===== config.mk =====
export PLATFORM = sky130hd
export DESIGN_NAME = branch_predict_table
export DESIGN_NICKNAME = d
export VERILOG_FILES = /design/src/rtl/branch_predict_table.sv
export SDC_FILE = /design/constraint.sdc
export NUM_CORES = 1
export LEC_CHECK = 0
export BUFFER_PORTS_ARGS = -buffer_cell sky130_fd_sc_hd__buf_2
export CELL_PAD_IN_SITES_DETAIL_PLACEMENT = 2
export CELL_PAD_IN_SITES_GLOBAL_PLACEMENT = 2
export CORE_MARGIN = 10
export CORE_UTILIZATION = 32
export DETAILED_ROUTE_END_ITERATION = 12
export GPL_TIMING_DRIVEN = 0
export PLACE_DENSITY = 0.77
export RECOVER_POWER = 50
export SLEW_MARGIN = 10
export SYNTH_ARGS = -nofsm -noshare
export SYNTH_HDL_FRONTEND = slang
export SYNTH_SLANG_ARGS = --single-unit

===== constraint.sdc =====
create_clock -name clk_i -period 2.4 [get_ports clk_i]
set_clock_uncertainty 0.05 [all_clocks]
set_input_delay 0.24 -clock clk_i [delete_from_list [all_inputs] [get_ports clk_i]]
set_output_delay 0.24 -clock clk_i [all_outputs]
set_load 0.005 [all_outputs]

===== src/rtl/branch_predict_table.sv =====
// Bimodal branch predictor: ENTRIES saturating counters indexed by PC.
// IF gets a combinational prediction. EXE resolves conditional branches
// from the comparator flags, trains the table and keeps statistics.
module branch_predict_table #(
   parameter int ENTRIES    = 16,
   parameter int PC_W       = 32,
   parameter int CTR_W      = 2,
   parameter int INIT_STATE = (1 << (CTR_W - 1)) - 1,
   parameter int STAT_W     = 16,
   parameter int BITS       = 4
) (
   input  logic              clk_i,
   input  logic              rst_ni,
   input  logic              clr_i,
   input  logic [PC_W-1:0]   if_pc_i,
   output logic [CTR_W-1:0]  pred_state_o,
   output logic              pred_taken_o,
   input  logic              ex_valid_i,
   input  logic [PC_W-1:0]   ex_pc_i,
   input  logic [CTR_W-1:0]  ex_pred_state_i,
   input  logic [BITS-1:0]   cmp_type_i,
   input  logic [BITS-1:0]   cmp_flag_i,
   output logic              is_cond_o,
   output logic              act_taken_o,
   output logic              mispredict_o,
   output logic [STAT_W-1:0] br_cnt_o,
   output logic [STAT_W-1:0] miss_cnt_o
);

   localparam int IDX_W = $clog2(ENTRIES);
   localparam logic [CTR_W-1:0] INIT_C = CTR_W'(INIT_STATE);

   localparam logic [BITS-1:0] F_EQ = BITS'(4'b0001);
   localparam logic [BITS-1:0] F_G  = BITS'(4'b0010);
   localparam logic [BITS-1:0] F_L  = BITS'(4'b0011);

   localparam logic [BITS-1:0] T_BEQ  = BITS'(4'b1001);
   localparam logic [BITS-1:0] T_BG   = BITS'(4'b1010);
   localparam logic [BITS-1:0] T_BL   = BITS'(4'b1011);
   localparam logic [BITS-1:0] T_BNE  = BITS'(4'b1100);
   localparam logic [BITS-1:0] T_BGE  = BITS'(4'b0001);
   localparam logic [BITS-1:0] T_BLTU = BITS'(4'b0010);

   logic [ENTRIES-1:0][CTR_W-1:0] ctr_q, ctr_d;
   logic [STAT_W-1:0]             br_q, br_d, miss_q, miss_d;
   logic                          is_cond_q, is_cond_d;
   logic                          act_q, act_d;
   logic                          mis_q, mis_d;

   logic [IDX_W-1:0] if_idx, ex_idx;
   logic             typ_cond, taken, cond, pred;
   logic [CTR_W-1:0] cur, nxt;
   logic             unused_bits;

   assign if_idx = if_pc_i[IDX_W+1:2];
   assign ex_idx = ex_pc_i[IDX_W+1:2];
   // Only the index bits and the carried MSB matter; fold the rest away.
   assign unused_bits = ^{if_pc_i, ex_pc_i, ex_pred_state_i};

   // Fetch read: current table contents, no bypass of a same-cycle write.
   assign pred_state_o = ctr_q[if_idx];
   assign pred_taken_o = pred_state_o[CTR_W-1];

   // Decode branch type and resolve direction from comparator flags.
   always_comb begin
      typ_cond = 1'b0;
      taken    = 1'b0;
      case (cmp_type_i)
         T_BEQ:  begin typ_cond = 1'b1; taken = (cmp_flag_i == F_EQ); end
         T_BG:   begin typ_cond = 1'b1; taken = (cmp_flag_i == F_G); end
         T_BL:   begin typ_cond = 1'b1; taken = (cmp_flag_i == F_L); end
         T_BNE:  begin typ_cond = 1'b1; taken = (cmp_flag_i == F_G) || (cmp_flag_i == F_L); end
         T_BGE:  begin typ_cond = 1'b1; taken = (cmp_flag_i == F_EQ) || (cmp_flag_i == F_G); end
         T_BLTU: begin typ_cond = 1'b1; taken = (cmp_flag_i == F_L); end
         default: ;
      endcase
   end

   assign cond = ex_valid_i && typ_cond;
   // The prediction judged is the one carried from fetch, not the table now.
   assign pred = ex_pred_state_i[CTR_W-1];
   // Training starts from the live table entry.
   assign cur  = ctr_q[ex_idx];

   // Saturating counter step toward the resolved direction.
   always_comb begin
      nxt = cur;
      if (taken) begin
         if (cur != {CTR_W{1'b1}}) nxt = cur + CTR_W'(1);
      end else begin
         if (cur != '0) nxt = cur - CTR_W'(1);
      end
   end

   // Next state for table, statistics and result flags; clear wins.
   always_comb begin
      ctr_d     = ctr_q;
      br_d      = br_q;
      miss_d    = miss_q;
      is_cond_d = cond;
      act_d     = cond && taken;
      mis_d     = cond && (taken != pred);
      if (clr_i) begin
         ctr_d     = {ENTRIES{INIT_C}};
         br_d      = '0;
         miss_d    = '0;
         is_cond_d = 1'b0;
         act_d     = 1'b0;
         mis_d     = 1'b0;
      end else if (cond) begin
         ctr_d[ex_idx] = nxt;
         if (br_q != {STAT_W{1'b1}}) br_d = br_q + STAT_W'(1);
         if ((taken != pred) && (miss_q != {STAT_W{1'b1}})) miss_d = miss_q + STAT_W'(1);
      end
   end

   // State registers with asynchronous reset.
   always_ff @(posedge clk_i or negedge rst_ni) begin
      if (!rst_ni) begin
         ctr_q     <= {ENTRIES{INIT_C}};
         br_q      <= '0;
         miss_q    <= '0;
         is_cond_q <= 1'b0;
         act_q     <= 1'b0;
         mis_q     <= 1'b0;
      end else begin
         ctr_q     <= ctr_d;
         br_q      <= br_d;
         miss_q    <= miss_d;
         is_cond_q <= is_cond_d;
         act_q     <= act_d;
         mis_q     <= mis_d;
      end
   end

   assign is_cond_o    = is_cond_q;
   assign act_taken_o  = act_q;
   assign mispredict_o = mis_q;
   assign br_cnt_o     = br_q;
   assign miss_cnt_o   = miss_q;

endmodule


==> metrics.csv, run 1 <==
stage,metric,value,unit
placed_design,gp_congestion,0.843,
clock_network,h-tree-depth,3,
sta,hold_violations,0,
sta,tightestPinTransition,0.923,ns
sta,rsz0062_at_grt,true,
detailed_routing,drtPass1Iterations,4,
die,die_w,137,um
die,die_y,137,um
placed_design,dp.final_hpwl,11200,um
synthesis,syn-cell-area,0.00439,mm^2
synthesis,synth_seq_cells,67,
finish,n_fill_cell,1509,
detailed_routing,wl_met2,7890,um
detailed_routing,drc_errors,0,
sta,period_minus_slack,2.31,ns
detailed_routing,ant_nets,0,
synthesis,ys_types,54,
die,io_pins,116,
grt,grt_antenna_before_repair,0,
min_path,hold_path_class,in2reg,
synthesis,synth_warnings,0,
pwr,vdd_drop_max,0.231,mV
detailed_routing,wirelength,15500,um
detailed_routing,top_layer,met4,
synthesis,ys_async_sr_fraction,100,%
clock_network,clkLatencyLatePin,0.35,ns
status,status,"finished, final reports clean",
critical_path,cp-start-kind,primary input,
clock_network,clock-sinks,67,
finish,synthToLayoutAreaGrowth,18.0,%
grt,grt_pass1_wl,25100,um
die,core,0.0133,mm^2
detailed_routing,wl_met1,6610,um
clock_network,cts_tree,done,
detailed_routing,wl_met3,693,um
critical_path,cp_max_fo,8,
sta,tns,0,ns
synthesis,yosys_most_used_dff,dfrtp_1,
sta,fmax,433,MHz
pwr,power_density,515,mW/mm^2
grt,track_usage,17.1,%
sta,setup_viol,0,
sta,hold_slack,0.281,ns
synthesis,synth.avg_cell_area,9.46,um^2
clock_network,path_clk_slew,0.06,ns
grt,overflow,0,
critical_path,required,2.58,ns
critical_path,critical_path_class,in2reg,
grt,grt_start_max_net_pins,55,
sta,drv_slew,0,
detailed_routing,drtIter0Drc,185,
critical_path,cp.arrival,2.49,ns
finish,drive_above_1_share,24.4,%
clock_network,postCtsSetupRepairBufs,0,
synthesis,synth_edf_count,0,
sta,maxSlewHeadroom,38.5,%
die,start_util,32.9,%
finish,antennaDiodeCount,0,
pwr,leakage,2.13,nW
placed_design,io_buffers,52,
die,rows,42,
clock_network,clk_path_buf_depth,2,
detailed_routing,vias,4069,
synthesis,netlist_instances,464,
clock_network,cts_root_buffer,clkbuf_16,
synthesis,synth.net_count,544,
critical_path,reg2reg_slack,0.15,ns
sta,min_period_over_period,96.2,%
detailed_routing,vias_per_cell,5.74,
detailed_routing,routedWlPerCell,21.8,um
run,max-cap-violations,0,
grt,grt_pass1_vias,4461,
synthesis,yosysSeqAreaShare,38.7,%
critical_path,cp-end-kind,flip-flop,
finish,fin_nets,609,
clock_network,cts_buffers,9,
die,dieArea,0.0188,mm^2
-- worst max-delay path, cell delays in order --
cell and delay [ns]:
buf_2 0.14, nor4bb_1 0.17, and4b_1 0.21, a41oi_1 0.52, nand3_1 0.40, a211oi_1 0.43, mux2_2 0.39
-- synth_stat cells (6+ instances only) --
master / instances / area share, %
a21oi_1: 11 / 1.3
a22oi_2: 10 / 2.9
a31oi_1: 14 / 2.0
a41oi_1: 6 / 1.2
and3_1: 15 / 2.1
clkbuf_1: 23 / 2.0
dfrtp_1: 51 / 29
dfstp_2: 16 / 9.6
inv_1: 19 / 1.6
mux2_2: 12 / 3.1
mux4_2: 18 / 9.2
nand2_1: 36 / 3.1
nand2b_1: 9 / 1.3
nand3_1: 32 / 3.6
nand4_1: 17 / 2.4
nor2_1: 36 / 3.1
nor2b_1: 21 / 3.0
nor3_1: 14 / 1.6
nor4_1: 7 / 1.0
o21ai_0: 17 / 1.9
xor2_1: 11 / 2.2
-- cell families after synthesis --
kind of cell | share of synthesized area (%)
AOI/OAI and AO/OA | 14.3
xor gates and xnor gates | 2.99
adders and majority gates | 0.827
buffers and inverters | 5.05
DFF | 38.7
muxes | 13.5
and+or+nand+nor | 24.7
-- state kept, by name, indices dropped and copies added (netlist names) --
| register | count |
|---|---|
| miss_cnt_o | 16 |
| is_cond_o | 1 |
| br_cnt_o | 16 |
| mispredict_o | 1 |
| act_taken_o | 1 |
| ctr_q | 32 |
-- cell type report --
type                            count  area, um^2  share of cell area (%)
Clock buffer                       12         246                    4.76
Buffer                             34         158                    3.04
Multi-Input combinational cell    344        2510                    48.5
Tap cell                          176         220                    4.25
Timing Repair Buffer               54         260                    5.03
Inverter                           19        71.3                    1.38
Clock inverter                      3        15.0                   0.290
Sequential cell                    67        1700                    32.8
-- timing repair --
item | 4_1_cts | 5_1_grt
cloned | 0 | 0
hold buffers | 1 | 0
gates resized for setup | 6 | 9
endpoints found under the setup margin | 25 | 18
hold endpoints to repair | 13 | 0
pin swaps | 0 | 0
-- per-stage QoR --
step | cell area, um^2 | setup slack (ns) | power [mW] | std cells | util (%)
after floorplan | 4390 | 0.232 | 1.32 | 464 | -
after global placement | 4870 | -0.434 | 1.44 | 692 | 36.5
after detailed placement | 4900 | -0.496 | 1.45 | 693 | 36.7
after CTS | 5190 | 0.0327 | 2.71 | 709 | 38.9
after global routing | 5180 | -0.0617 | 2.78 | 709 | 38.8
final | 5180 | 0.0918 | 2.67 | 709 | 38.8
-- layer usage --
metal / vias up / GRT usage [%]
li1: 1854 / -
met1: 2106 / 21.2
met2: 89 / 28.8
met3: 20 / 3.19
met4: 0 / 6.38
met5: - / 0
-- cells in the final DEF (no fill, tap or decap), types with 11 or more instances in the layout --
cell type	count
o21ai_0	17
nor2_1	36
clkbuf_1	36
nor3_1	14
inv_1	19
nand4_1	17
mux4_2	18
a31oi_1	14
dfrtp_1	51
nand3_1	32
a21oi_1	11
nand2_1	36
xor2_1	11
mux2_2	12
and3_1	15
nor2b_1	21
dfstp_2	16
buf_2	42
-- worst paths after layout --
| path | startpoint | cells after the start | endpoint |
|---|---|---|---|
| worst max-delay path | cmp_type_i[0] | 7 | miss_cnt_o[9] |
| worst min-delay path | ex_pc_i[4] | 3 | ctr_q[6] |
| worst max register to register | ctr_q[12] | 7 | ctr_q[17] |
| worst min register to register | ctr_q[4] | 2 | ctr_q[4] |
| max in group asynchronous | rst_ni | 3 | mispredict_o |
| min in group asynchronous | rst_ni | 2 | br_cnt_o[11] |
-- where the power goes --
part           switching [mW]  internal (mW)
sequential            0.00808           1.14
combinational           0.202         0.0788
clock                   0.518          0.717
No activity file was read; power rests on OpenSTA's default activity.
==> run 2, diff against run 1 <==
--- a/config.mk
+++ b/config.mk
@@ -8,6 +8,7 @@
 export BUFFER_PORTS_ARGS = -buffer_cell sky130_fd_sc_hd__buf_2
 export CELL_PAD_IN_SITES_DETAIL_PLACEMENT = 2
 export CELL_PAD_IN_SITES_GLOBAL_PLACEMENT = 2
+export CORE_ASPECT_RATIO = 0.7
 export CORE_MARGIN = 10
 export CORE_UTILIZATION = 32
 export DETAILED_ROUTE_END_ITERATION = 12
==> metrics.csv, run 2 (same netlist as run 1, synthesis figures left out) <==
stage,metric,value,unit
sta,fmax,431,MHz
sta,drv_slew,0,
clock_network,h-tree-depth,3,
finish,multi_input_area,0.00254,mm^2
die,die_y,118,um
pwr,power_density,556,mW/mm^2
grt,busiest_layer,met2,
clock_network,cts_tree,done,
critical_path,crit_path_max_incr_delay,0.47,ns
placed_design,placed_area,0.00491,mm^2
critical_path,rr_worst_depth,7,
grt,track_usage,17.8,%
placed_design,io_buffers,52,
critical_path,critical_path_class,reg2reg,
detailed_routing,wirelength,17000,um
sta,setup_viol,0,
pwr,vdd_drop_max,0.354,mV
finish,stdcell_area,0.00528,mm^2
clock_network,postCtsSetupRepairBufs,0,
die,dieArea,0.0189,mm^2
placed_design,dp_worst_setup_slack,-0.643,ns
pwr,fin_total_pwr,2.94,mW
critical_path,cp-end-kind,flip-flop,
finish,drive_above_1_share,24.9,%
clock_network,clkLatencyLatePin,0.35,ns
finish,final_util,39.7,%
finish,antennaDiodeCount,0,
clock_network,cts_buffers,9,
detailed_routing,vias_per_cell,5.73,
detailed_routing,drtIter0Drc,278,
finish,fin_nets,609,
sta,tightestPinTransition,0.889,ns
critical_path,crit_start,ctr_q[14],
critical_path,path_cells,mux4_2 -> a22oi_1 -> nand2_1 -> nor3_1 -> o21a_2 -> clkbuf_4 -> o21ai_0,
placed_design,gp_congestion,0.856,
min_path,min_to,ctr_q[23],
critical_path,cp_max_fo,10,
finish,mostFrequentLayoutCell,dfrtp_1,
finish,synthToLayoutAreaGrowth,20.4,%
die,core,0.0133,mm^2
die,start_util,33.0,%
run,max-cap-violations,0,
grt,grt_antenna_before_repair,0,
finish,final_cell_mix,"49 x dfrtp_1, 38 x clkbuf_1, 38 x buf_2",
critical_path,timing.rr.start,ctr_q[14],
min_path,min_from,ex_pc_i[5],
grt,grt_pass1_vias,4499,
grt,grt_pass1_wl,26700,um
critical_path,reg2reg_slack,0.08,ns
finish,largest_reg_flops,32,
min_path,hold_path_class,in2reg,
grt,grtUsageMet2,27.8,%
critical_path,r2r-end,ctr_q[13],
sta,hold_violations,0,
finish,n_fill_cell,1508,
critical_path,worst_path_max_delay_cell,mux4_2,
die,rows,35,
grt,grt_util_met3,4.30,%
finish,top_register,ctr_q,
sta,maxSlewHeadroom,40.8,%
detailed_routing,vias,4119,
clock_network,clk_path_buf_depth,2,
grt,overflow,0,
placed_design,placed_cells,702,
sta,setup_slack,0.0796,ns
critical_path,cp-start-kind,flip-flop,
min_path,min_path_cells,3,
finish,finalNonFillerCells,719,
detailed_routing,drtPass1Iterations,6,
clock_network,path_clk_slew,0.06,ns
placed_design,dp.final_hpwl,12300,um
status,status,"finished, final reports clean",
sta,tns,0,ns
die,die_w,160,um
pwr,leakage,2.15,nW
sta,period_minus_slack,2.32,ns
clock_network,cts_root_buffer,clkbuf_16,
detailed_routing,drc_errors,0,
sta,hold_slack,0.328,ns
die,io_pins,116,
finish,ff_latch_area,0.00170,mm^2
clock_network,clock-sinks,67,
grt,use_met1,24.2,%
detailed_routing,ant_nets,0,
detailed_routing,routedWlPerCell,23.6,um
sta,min_period_over_period,96.7,%
sta,rsz0062_at_grt,false,
grt,grt_start_max_net_pins,57,
critical_path,cp.arrival,2.49,ns
critical_path,required,2.57,ns
run 2: cell type report:
class	count	share of cell area, %
buffer	34	2.98
sequential	67	32.2
timing repair buffer	54	4.83
clock buffer	10	4.52
tap	185	4.38
multi-input combinational	344	48.1
inverter	19	1.35
clock inverter	6	1.66
run 2: per-layer routing:
metal | up-vias | routed length, um
li1 | 1847 | -
met1 | 2126 | 7930
met2 | 130 | 7910
met3 | 16 | 952
met4 | 0 | 175
met5 | - | 0
run 2: critical path: cells and delay by family, from the launching register on:
| family | cells | cell delay (ns) |
|---|---|---|
| flip-flops | 1 | 0.38 |
| AND/OR/NAND/NOR | 2 | 0.42 |
| AO/OA/AOI/OAI | 3 | 0.63 |
| multiplexers | 1 | 0.47 |
| buffers and inverters | 1 | 0.25 |
run 2: worst max path at each step:
stage                     cells past startpoint       endpoint
after CTS                                     9      ctr_q[15]
after global placement                        9      ctr_q[11]
after floorplan                               7  miss_cnt_o[2]
after global routing                          7      ctr_q[13]
final                                         7      ctr_q[13]
after detailed placement                      8      ctr_q[15]
run 2: power by group:
group          internal [mW]  total [mW]  switching, mW
Combinational         0.0814       0.294          0.213
Clock                  0.940        1.49          0.551
Sequential              1.14        1.15        0.00951
run 2: what timing repair did:
| action | CTS | global route |
|---|---|---|
| endpoints found under the hold margin | 15 | 0 |
| setup endpoints to repair | 29 | 29 |
| gates resized for setup | 10 | 11 |
| hold buffers | 1 | 0 |
| pin swaps | 0 | 1 |
==> run 3, diff against run 2 <==
--- a/config.mk
+++ b/config.mk
@@ -9,7 +9,6 @@
 export CELL_PAD_IN_SITES_DETAIL_PLACEMENT = 2
 export CELL_PAD_IN_SITES_GLOBAL_PLACEMENT = 2
 export CORE_ASPECT_RATIO = 0.7
-export CORE_MARGIN = 10
 export CORE_UTILIZATION = 32
 export DETAILED_ROUTE_END_ITERATION = 12
 export GPL_TIMING_DRIVEN = 0
==> metrics.csv, run 3 (same netlist as run 1, synthesis figures left out) <==
stage,metric,value,unit
status,status,"finished, final reports clean",
pwr,power.switching,755,uW
critical_path,cp.arrival,2.03,ns
clock_network,clkLatencyLatePin,0.35,ns
detailed_routing,drtPass1Iterations,4,
finish,largest_reg_flops,32,
grt,overflow,0,
die,start_util,33.1,%
pwr,clkPwrFrac,46.1,%
pwr,fin_total_pwr,2.67,mW
finish,n_fill_cell,1461,
clock_network,cts_root_buffer,clkbuf_16,
finish,final_cell_mix,"51 x dfrtp_1, 48 x buf_2, 36 x nor2_1, 36 x nand2_1, 30 x nand3_1",
die,core,0.0133,mm^2
placed_design,io_buffers,52,
sta,setup_slack,0.0817,ns
grt,track_usage,23.7,%
min_path,hold_path_class,in2reg,
pwr,seqPwrFrac,43.0,%
clock_network,clk_path_buf_depth,2,
clock_network,path_clk_slew,0.06,ns
pwr,switching_share,28.2,%
placed_design,placed_area,0.00491,mm^2
die,die_w,142,um
finish,multi_input_area,0.00254,mm^2
sta,period_minus_slack,2.32,ns
placed_design,dp_worst_setup_slack,-0.616,ns
detailed_routing,wirelength,16000,um
placed_design,dp.final_hpwl,11400,um
die,die_y,100,um
clock_network,h-tree-depth,3,
critical_path,critical_path_class,reg2out,
run,max-cap-violations,0,
finish,stdcell_area,0.00524,mm^2
sta,min_period_over_period,96.6,%
detailed_routing,drc_errors,0,
finish,top_register,ctr_q,
pwr,p_comb_share,10.9,%
finish,drive_above_1_share,26.8,%
finish,antennaDiodeCount,0,
finish,mostFrequentLayoutCell,dfrtp_1,
finish,fin_nets,609,
die,dieArea,0.0142,mm^2
detailed_routing,vias,4185,
pwr,vdd_drop_max,0.366,mV
detailed_routing,drtIter0Drc,211,
clock_network,cts_buffers,9,
sta,setup_viol,0,
sta,fmax,431,MHz
pwr,p_int,1.92,mW
finish,ff_latch_area,0.00170,mm^2
detailed_routing,routedWlPerCell,22.2,um
detailed_routing,ant_nets,0,
sta,maxSlewHeadroom,39.0,%
pwr,power_density,510,mW/mm^2
sta,drv_slew,0,
sta,tightestPinTransition,0.915,ns
clock_network,cts_tree,done,
clock_network,clock-sinks,67,
die,io_pins,116,
detailed_routing,vias_per_cell,5.82,
grt,grt_start_max_net_pins,52,
die,rows,35,
critical_path,cp-end-kind,primary output,
grt,grt_pass1_wl,25100,um
pwr,leakage,2.16,nW
critical_path,cp_max_fo,3,
sta,tns,0,ns
sta,rsz0062_at_grt,true,
sta,hold_slack,0.254,ns
finish,synthToLayoutAreaGrowth,19.4,%
critical_path,required,2.11,ns
sta,hold_violations,0,
critical_path,cp-start-kind,flip-flop,
grt,grt_pass1_vias,4378,
grt,grt_antenna_before_repair,0,
placed_design,gp_congestion,0.805,
==> run 3: worst paths after layout <==
kind / endpoint / slack [ns] / from / depth (start not counted)
setup reg to reg: miss_cnt_o[15] / 0.14 / miss_cnt_o[8] / 6
min in group asynchronous: br_cnt_o[9] / 0.49 / rst_ni / 2
hold reg to reg: ctr_q[4] / 0.43 / ctr_q[4] / 2
hold / removal: ctr_q[6] / 0.25 / ex_pc_i[5] / 3
max in group asynchronous: act_taken_o / 0.46 / rst_ni / 3
setup / recovery: pred_state_o[1] / 0.08 / ctr_q[21] / 4
==> run 3: cell type report <==
type | instances | share of cell area (%)
Buffer | 33 | 2.94
Clock buffer | 11 | 4.44
Clock inverter | 5 | 0.597
Inverter | 19 | 1.36
Multi-Input combinational cell | 344 | 48.6
Sequential cell | 67 | 32.4
Tap cell | 185 | 4.42
Timing Repair Buffer | 55 | 5.26
==> run 3: repair_timing <==
| action | 4_1_cts | 5_1_grt |
|---|---|---|
| endpoints found under the setup margin | 27 | 27 |
| pin swaps | 0 | 1 |
| buffers inserted | 0 | 1 |
| gates resized for setup | 8 | 12 |
| hold buffers | 1 | 0 |
| hold endpoints to repair | 16 | 0 |
==> run 3: layer usage <==
| metal | vias to the layer above | track usage [%] | wire [um] |
|---|---|---|---|
| li1 | 1841 | - | - |
| met1 | 2217 | 31.6 | 7360 |
| met2 | 104 | 38.2 | 7690 |
| met3 | 23 | 4.87 | 678 |
| met4 | 0 | 8.52 | 250 |
| met5 | - | 0 | 0 |
==> run 3: power by group through the flow <==
stage               clock network (mW)  registers (mW)  logic, mW
CTS                               1.26            1.15      0.289
global placement                     0            1.17      0.262
global route                      1.30            1.15      0.315
floorplan                            0            1.17      0.152
detailed placement                   0            1.17      0.281
finish                            1.23            1.15      0.291
==> run 3: per-stage QoR <==
stage,std cells,util [%]
floorplan,464,-
global placement,701,36.8
detailed placement,702,37.0
CTS,719,39.3
global route,719,39.5
finish,719,39.5
==> run 3: worst max-delay path, cell delays in order, from the launching register on <==
cell and delay, ns:
dfrtp_1 0.41, mux4_2 0.52, mux4_2 0.49, buf_4 0.14
buf_2 0.11
